--- config.mk ---
export PLATFORM = sky130hd
export DESIGN_NAME = req_sched_arb
export DESIGN_NICKNAME = d
export VERILOG_FILES = /design/src/rtl/req_sched_arb_pkg.sv /design/src/rtl/req_sched_arb_rr_pick.sv /design/src/rtl/req_sched_arb.sv
export SDC_FILE = /design/constraint.sdc
export NUM_CORES = 1
export LEC_CHECK = 0
export BUFFER_PORTS_ARGS = -buffer_cell sky130_fd_sc_hd__buf_2
export CAP_MARGIN = 20
export CORE_MARGIN = 10
export CORE_UTILIZATION = 58
export DETAILED_ROUTE_END_ITERATION = 8
export PLACE_DENSITY = 0.84
export SYNTH_ARGS = -nofsm -noshare
export SYNTH_HDL_FRONTEND = slang
export SYNTH_SLANG_ARGS = --single-unit
--- constraint.sdc ---
create_clock -name clk -period 5.9 [get_ports clk]
set_input_delay 1.18 -clock clk [delete_from_list [all_inputs] [get_ports clk]]
set_output_delay 1.18 -clock clk [all_outputs]
set_load 0.03 [all_outputs]
--- src/rtl/req_sched_arb_pkg.sv ---
// arb_pkg: shared types and defaults for the request scheduler/arbiter.
//   mode_e  - arbitration policy encoding as seen on the 2-bit mode port
//   state_e - arbiter FSM states
//   N_DEF, CNT_W_DEF - default requester count and error-counter width
package arb_pkg;

    localparam int N_DEF     = 4;
    localparam int CNT_W_DEF = 8;

    typedef enum logic [1:0] {
        PRIORITY    = 2'b00,
        UNIQUE      = 2'b01,
        UNIQUE0     = 2'b10,
        ROUND_ROBIN = 2'b11
    } mode_e;

    typedef enum logic {
        IDLE = 1'b0,
        BUSY = 1'b1
    } state_e;

endpackage

--- src/rtl/req_sched_arb_rr_pick.sv ---
// rr_pick: combinational rotating lowest-index priority encoder.
//   req       [N-1:0]          request vector
//   start_ptr [$clog2(N)-1:0]  index where the search begins (wraps N-1 -> 0)
//   hit                        any request found
//   idx       [$clog2(N)-1:0]  first asserted index at or after start_ptr
module rr_pick #(
    parameter int N = 4
) (
    input  logic [N-1:0]         req,
    input  logic [$clog2(N)-1:0] start_ptr,
    output logic                 hit,
    output logic [$clog2(N)-1:0] idx
);

    localparam int IW = $clog2(N);

    int unsigned    pos;
    logic [IW-1:0]  pos_idx;

    always_comb begin
        hit     = 1'b0;
        idx     = '0;
        pos     = 0;
        pos_idx = '0;
        for (int unsigned i = 0; i < N; i++) begin
            // Modular wrap without '%' so non-power-of-two N stays cheap.
            pos = 32'(start_ptr) + i;
            if (pos >= 32'(N)) begin
                pos = pos - 32'(N);
            end
            pos_idx = IW'(pos);
            if (!hit && req[pos_idx]) begin
                hit = 1'b1;
                idx = pos_idx;
            end
        end
    end

endmodule

--- src/rtl/req_sched_arb.sv ---
// req_sched_arb: single-resource arbiter with selectable policy and
// uniqueness / no-match error reporting.
//   clk, rst_n   clock, asynchronous active-low reset
//   mode  [1:0]  policy: PRIORITY, UNIQUE, UNIQUE0, ROUND_ROBIN
//   req   [N-1:0] request vector
//   chk          strobe demanding a decision this cycle
//   gnt   [N-1:0] registered one-hot grant
//   gnt_id       owner index, valid while gnt_vld
//   gnt_vld      a grant is held
//   multi_err    pulse: more than one request under UNIQUE/UNIQUE0
//   none_err     pulse: chk with no request (not under UNIQUE0)
//   err_cnt      saturating count of error pulses
module req_sched_arb
    import arb_pkg::*;
#(
    parameter int N     = N_DEF,
    parameter int CNT_W = CNT_W_DEF
) (
    input  logic                 clk,
    input  logic                 rst_n,
    input  logic [1:0]           mode,
    input  logic [N-1:0]         req,
    input  logic                 chk,
    output logic [N-1:0]         gnt,
    output logic [$clog2(N)-1:0] gnt_id,
    output logic                 gnt_vld,
    output logic                 multi_err,
    output logic                 none_err,
    output logic [CNT_W-1:0]     err_cnt
);

    localparam int IW = $clog2(N);

    state_e         state_q, state_d;
    mode_e          mode_m;
    logic [IW-1:0]  rr_ptr, rr_ptr_d;
    logic [IW-1:0]  start_ptr;
    logic           pick_hit;
    logic [IW-1:0]  pick_idx;
    logic           multi_req;
    logic [N-1:0]   gnt_d;
    logic [IW-1:0]  gnt_id_d;
    logic           gnt_vld_d;
    logic           multi_d;
    logic           none_d;

    assign mode_m = mode_e'(mode);

    // Clearing the lowest set bit leaves something only if two or more were set.
    assign multi_req = (req & (req - 1'b1)) != '0;

    // PRIORITY and the UNIQUE variants are a rotating search anchored at 0.
    assign start_ptr = (mode_m == ROUND_ROBIN) ? rr_ptr : '0;

    rr_pick #(
        .N (N)
    ) u_pick (
        .req       (req),
        .start_ptr (start_ptr),
        .hit       (pick_hit),
        .idx       (pick_idx)
    );

    always_comb begin
        state_d   = state_q;
        gnt_d     = gnt;
        gnt_id_d  = gnt_id;
        gnt_vld_d = gnt_vld;
        rr_ptr_d  = rr_ptr;
        multi_d   = 1'b0;
        none_d    = 1'b0;

        unique case (state_q)
            IDLE: begin
                if (req == '0) begin
                    none_d = chk && (mode_m != UNIQUE0);
                end else if (((mode_m == UNIQUE) || (mode_m == UNIQUE0)) && multi_req) begin
                    multi_d = 1'b1;
                end else if (pick_hit) begin
                    gnt_d     = N'(1) << pick_idx;
                    gnt_id_d  = pick_idx;
                    gnt_vld_d = 1'b1;
                    state_d   = BUSY;
                    if (mode_m == ROUND_ROBIN) begin
                        rr_ptr_d = (pick_idx == IW'(N - 1)) ? '0 : pick_idx + 1'b1;
                    end
                end
            end
            BUSY: begin
                // Release drops to IDLE with no grant; that IDLE cycle is the
                // dead cycle before the next arbitration can land.
                if (!req[gnt_id]) begin
                    gnt_d     = '0;
                    gnt_id_d  = '0;
                    gnt_vld_d = 1'b0;
                    state_d   = IDLE;
                end
            end
            default: state_d = IDLE;
        endcase
    end

    always_ff @(posedge clk or negedge rst_n) begin
        if (!rst_n) begin
            state_q   <= IDLE;
            gnt       <= '0;
            gnt_id    <= '0;
            gnt_vld   <= 1'b0;
            rr_ptr    <= '0;
            multi_err <= 1'b0;
            none_err  <= 1'b0;
            err_cnt   <= '0;
        end else begin
            state_q   <= state_d;
            gnt       <= gnt_d;
            gnt_id    <= gnt_id_d;
            gnt_vld   <= gnt_vld_d;
            rr_ptr    <= rr_ptr_d;
            multi_err <= multi_d;
            none_err  <= none_d;
            if ((multi_d || none_d) && (err_cnt != '1)) begin
                err_cnt <= err_cnt + 1'b1;
            end
        end
    end

endmodule

; ---- Word-level counts from Yosys, hierarchy flattened
; Cells that the tools add are included.
[word_totals]
regBits = 20
in_bits = 9
word_cells = 106
[op_classes]
n_addsub = 10
order_cmp = 9
eq_ne = 10
n_shift = 1
muxes = 49
n_bitwise = 4
n_reduce_logical = 15
[op_table]
columns = cell, count
row1 = 2-bit two-way mux, 14
row2 = 1-bit two-way mux, 22
row3 = 4-bit two-way mux, 4
row4 = "2-bit by 3-bit less-than comparator with 1-bit output, second input constant", 5
row5 = 1-bit binary-select mux with 2-bit select, 5
row6 = "2-bit != test, second input constant", 5
row7 = "3-bit >= comparator, second input constant", 3
row8 = "8-bit by 1-bit adder with 8-bit output, second input constant", 1
row9 = "8-bit != test, second input constant", 1
row10 = 4-bit case mux with 2 select lines, 1
row11 = "2-bit by 1-bit subtractor with 2-bit output, second input constant", 4
row12 = "2-bit by 2-bit adder with 3-bit output, second input constant", 2
row13 = "2-bit equality test, second input constant", 3
row14 = 1-bit logical AND, 6
row15 = 5-bit AND reduction, 1
row16 = 4-bit AND, 1
row17 = 4-bit logical NOT, 1
row18 = 1-bit case mux with 2 select lines, 2
row19 = 2-bit case mux with 2 select lines, 1
row20 = 4-bit AND reduction, 1
row21 = 4-bit nonzero test, 1
row22 = "1-bit by 2-bit << shifter with 4-bit output, first input constant", 1
row23 = "4-bit by 1-bit subtractor with 4-bit output, second input constant", 1
row24 = "2-bit by 1-bit adder with 3-bit output, second input constant", 1
row25 = other kinds (6), 11

; ---- Longest topological paths before layout
[depth]
ltp_word = 21
ltp_mapped = 10
mapped_depth_nobuf = 9

; ---- By module
; From an unflattened synthesis, not the netlist that was laid out.
[unflattened]
hier_cells = 121
hier_area_um2 = 1224.9
[modules_own_cells]
columns = mod, instances, cells_per_inst, area_per_inst_um2
row1 = req_sched_arb, 1, 106, 1147.4
row2 = rr_pick, 1, 15, 77.6

; ---- Worst setup path before layout
; No wires, ideal clock.
[synth_timing]
path_type = in2reg
from = input port mode[0]
to = register rr_ptr[1]
arrival_time_ps = 2768
t_required_ps = 5773
setup_slack_ps = 3004
path_stages = 9
path_buffers = 1
cell_sequence = ha_1 > clkbuf_1 > inv_1 > a311oi_2 > o22ai_2 > o2111ai_2 > nand2_1 > ha_1 > mux2_1
[synth_between]
elab_chain_cells = 18
word_cells_on_any_way = 48
[synth_rtl]
columns = element, line
row1 = from (decl), req_sched_arb.sv:21  ; input logic [1:0] mode,
row2 = branches (longest 18 deep; another with 2-bit by 1-bit adder with 3-bit output), --
row3 = to (signal assigned), req_sched_arb.sv:118  ; rr_ptr <= rr_ptr_d;
row4 = to (decl), req_sched_arb.sv:36  ; logic [IW-1:0] rr_ptr, rr_ptr_d;
; Parallel ways; which one is timed is not known. The select of a mux whose other input is x is not followed.
; A chain may end at the register's enable or synchronous reset.

; ---- Worst setup path in the final report
[layout_timing]
from = input port req[2]
to = register rr_ptr[1]
[layout_between]
elab_chain_cells = 14
word_cells_on_any_way = 33
[layout_rtl]
columns = element, line
row1 = from (decl), req_sched_arb.sv:22  ; input logic [N-1:0] req,
row2 = 1-bit binary-select mux with 2-bit select, req_sched_arb_rr_pick.sv:32  ; if (!hit && req[pos_idx]) begin
row3 = 1-bit two-way mux (implied by the code), req_sched_arb_rr_pick.sv:32
row4 = 1-bit two-way mux, req_sched_arb_rr_pick.sv:32
row5 = 1-bit logical NOT, req_sched_arb_rr_pick.sv:32
row6 = 1-bit logical AND, req_sched_arb_rr_pick.sv:32
row7 = 1-bit two-way mux, req_sched_arb_rr_pick.sv:32
row8 = 1-bit logical NOT, req_sched_arb_rr_pick.sv:32
row9 = 1-bit logical AND, req_sched_arb_rr_pick.sv:32
row10 = 1-bit two-way mux, req_sched_arb_rr_pick.sv:32
row11 = 1-bit logical NOT, req_sched_arb_rr_pick.sv:32
row12 = 1-bit logical AND, req_sched_arb_rr_pick.sv:32
row13 = 2-bit two-way mux, req_sched_arb_rr_pick.sv:32
row14 = 2-bit by 1-bit adder with 2-bit output or 2-bit equality test (tied branches), req_sched_arb.sv:85  ; rr_ptr_d = (pick_idx == IW'(N - 1)) ? '0 : pick_idx + 1'b1;
row15 = 2-bit two-way mux, req_sched_arb.sv:85
; Parallel ways exist; a longest one is shown, timed or not. The select of a mux whose other input is x is not followed.

==> flow_summary_export.csv <==
group,metric,value,unit
synth,syn-cell-area,1280,um^2
synth,synth-xor-area-share,0.0546,
grt,track_usage,0.118,
synth,synthTopCellsByArea,"dfrtp_1 39%, ha_1 6.8%, nand2_1 5.9%",
clocking,cts-root-buf,"clkbuf_4",
layout,area_delta_synth_final,13.6,%
floorplan,die_w,67.0,um
setup_path,start_kind,"primary input",
layout,fill_cells,170,
synth,yosysTopAreaCellShare,0.390,
detailed_routing,drt-total-wl,2.65,mm
synth,yosys_warnings,0,
timing,finalSetupTns,0,ns
clocking,post_cts_resized,0,
layout,drive_gt1_frac,0.243,
setup_path,required,6.09,ns
timing,rsz0062_at_grt,"false",
detailed_routing,firstDrtPassIters,4,
layout,n_antenna_cell,0,
setup_path,crit_fanout,15,
power,pwr_density_cell,439,nW/um^2
timing,slew_viol_final,0,
timing,skew,0.00337,ns
timing,worst_slew_margin_rel,0.706,
setup_path,cp-end-kind,"flip-flop",
flow_run,cap_violations,0,
min_path,hold_class,"flip-flop to flip-flop",
timing,setup_viol_count_final,0,
synth,ys_async_sr_fraction,1.00,
synth,yosys.area.top_type,"dfrtp_1",
clocking,tritoncts,"built",
layout,layout_commonest_cell,"buf_2",
grt,grt_pass1_vias,934,
grt,grt_pass1_wl,4.22,mm
clocking,cts_hold_buf,0,
power,p_leak,0.693,nW
place,dpl.hpwl,1.98,mm
detailed_routing,final_antenna_net_count,0,
synth,ys_types,43,
grt,grt_antenna_before_repair,0,
synth,ys_ff_latch,20,
layout,mostFrequentLayoutCells,"25 x buf_2, 20 x nand2_1, 20 x dfrtp_1, 8 x o21ai_0, 7 x ha_1",
setup_path,worstSetupPathType,"primary input to flip-flop",
synth,yosys.area_share.simple,0.183,
floorplan,initial_core_util,0.634,
place,gp_congestion,0.940,
synth,syn_avg_cell_area,9.79,um^2
clocking,clock_path_buffers,2,
detailed_routing,routed_via_density,5.65,
synth,synthCells,131,
power,power.total,639,uW
timing,fmaxAchievable,0.351,GHz
grt,grt-ovfl-total,0,
synth,synth-edff-count,0,
setup_path,arrival,3.04,ns
power,vdd_ir_drop_max,0.241,mV
place,numPortBuffers,25,
timing,hold_violations,0,
detailed_routing,drt-initial-drc-count,39,
detailed_routing,routedWlPerCell,14.8,um
clocking,clock-sinks,20,
clocking,clkTransAtPathRegs,0.11,ns
synth,syn_nets,147,
floorplan,coreArea,2020,um^2
synth,synth_compound_area_frac,0.190,
clocking,cts_inserted_buffers,3,
clocking,htreeDepth,1,
place,place_area,1400,um^2
timing,fin_crit,2.85,ns
floorplan,row_count,16,
synth,ys_seq_area_frac,0.390,
grt,grt_max_degree,21,
layout,stdcell_area,1460,um^2
synth,synthFlopType,"dfrtp_1",
detailed_routing,vias,1012,
floorplan,die_height,67.0,um
layout,finalNetCount,169,
timing,tightestPinTransition,0.441,ns
synth,synth_top_family_by_area,"compound AO/OA/AOI/OAI gates",
clocking,postCtsSetupRepairBufs,0,
timing,fin_crit_sh,0.483,
floorplan,pin_count,26,
detailed_routing,drc,0,
synth,synthAdderAreaFrac,0.0761,
run_status,status,"finished clean",
synth,synthMuxAreaShare,0.0585,
floorplan,dieArea,4490,um^2
clocking,insertion_delay,0.30,ns
layout,finish.utilization,0.720,
synthesized netlist by cell type, types with 2 or more instances:
master / count
inv_1: 6
a21oi_1: 5
mux2i_1: 3
nor2_1: 4
and3_1: 2
mux2_1: 2
a21o_1: 3
nand2_1: 20
xor2_1: 2
nand4_1: 3
clkbuf_1: 2
nand3_1: 3
and2_1: 2
ha_1: 7
o21ai_0: 8
or3b_1: 2
buf_2: 6
xnor2_1: 6
nand2b_1: 2
dfrtp_1: 20
state kept, by name (all words and copies together), names as in the netlist:
| signal | flops |
|---|---|
| state_q | 1 |
| gnt_id | 2 |
| err_cnt | 8 |
| gnt | 4 |
| gnt_vld | 1 |
| multi_err | 1 |
| none_err | 1 |
| rr_ptr | 2 |
through the flow:
stage / cells / setup slack, ns / hold WS (ns)
final: 179 / 3.05 / 0.490
after global routing: 179 / 2.91 / 0.525
after CTS: 179 / 3.06 / 0.494
after detailed placement: 175 / 2.75 / 0.468
after global placement: 175 / 2.81 / 0.456
after floorplan: 131 / 3.00 / 0.550
power breakdown:
part	internal [mW]	switching, mW	leakage, nW	total (mW)
registers	0.184	0.0643	0.256	0.249
logic	0.102	0.176	0.410	0.278
clock network	0.0686	0.0434	0.0279	0.112
critical path, stage by stage:
cell and delay [ns]:
buf_2 0.24, or3b_1 0.39, a311oi_2 0.26, o22ai_2 0.14, o2111ai_2 0.12, nand2_1 0.11, ha_1 0.30, mux2_1 0.29
cell families after synthesis:
group                    Yosys count
XOR/XNOR                           8
AO/OA/AOI/OAI                     30
flip-flops                        20
AND/OR/NAND/NOR                   45
adder cells (fa/ha/maj)            8
buffers and inverters             14
multiplexers                       6
layer usage:
metal  part of all wire  track usage  up-vias
li1                   -            -      506
met1               0.48        0.151      475
met2               0.45        0.184       27
met3              0.051       0.0201        4
met4              0.017       0.0641        0
met5                  0            0        -
area by class of cell:
| class | instances | area (um^2) | area share |
|---|---|---|---|
| clock buffer | 3 | 22.5 | 0.0155 |
| clock inverter | 1 | 30.0 | 0.0206 |
| inverter | 6 | 22.5 | 0.0155 |
| multi-input combinational | 97 | 722 | 0.496 |
| sequential | 20 | 500 | 0.344 |
| tap | 27 | 33.8 | 0.0232 |
| timing repair buffer | 25 | 125 | 0.0859 |
worst paths after layout:
| check | cells past startpoint | slack (ns) | start | end |
|---|---|---|---|---|
| hold reg to reg | 1 | 0.49 | gnt_vld | gnt_vld |
| hold / removal | 1 | 0.49 | gnt_vld | gnt_vld |
| min in group asynchronous | 1 | 0.80 | rst_n | err_cnt[5] |
| setup reg to reg | 7 | 3.65 | rr_ptr[1] | rr_ptr[1] |
| max in group asynchronous | 1 | 4.79 | rst_n | multi_err |
| setup / recovery | 8 | 3.05 | req[2] | rr_ptr[1] |
Power figures use the tool's default switching activity.
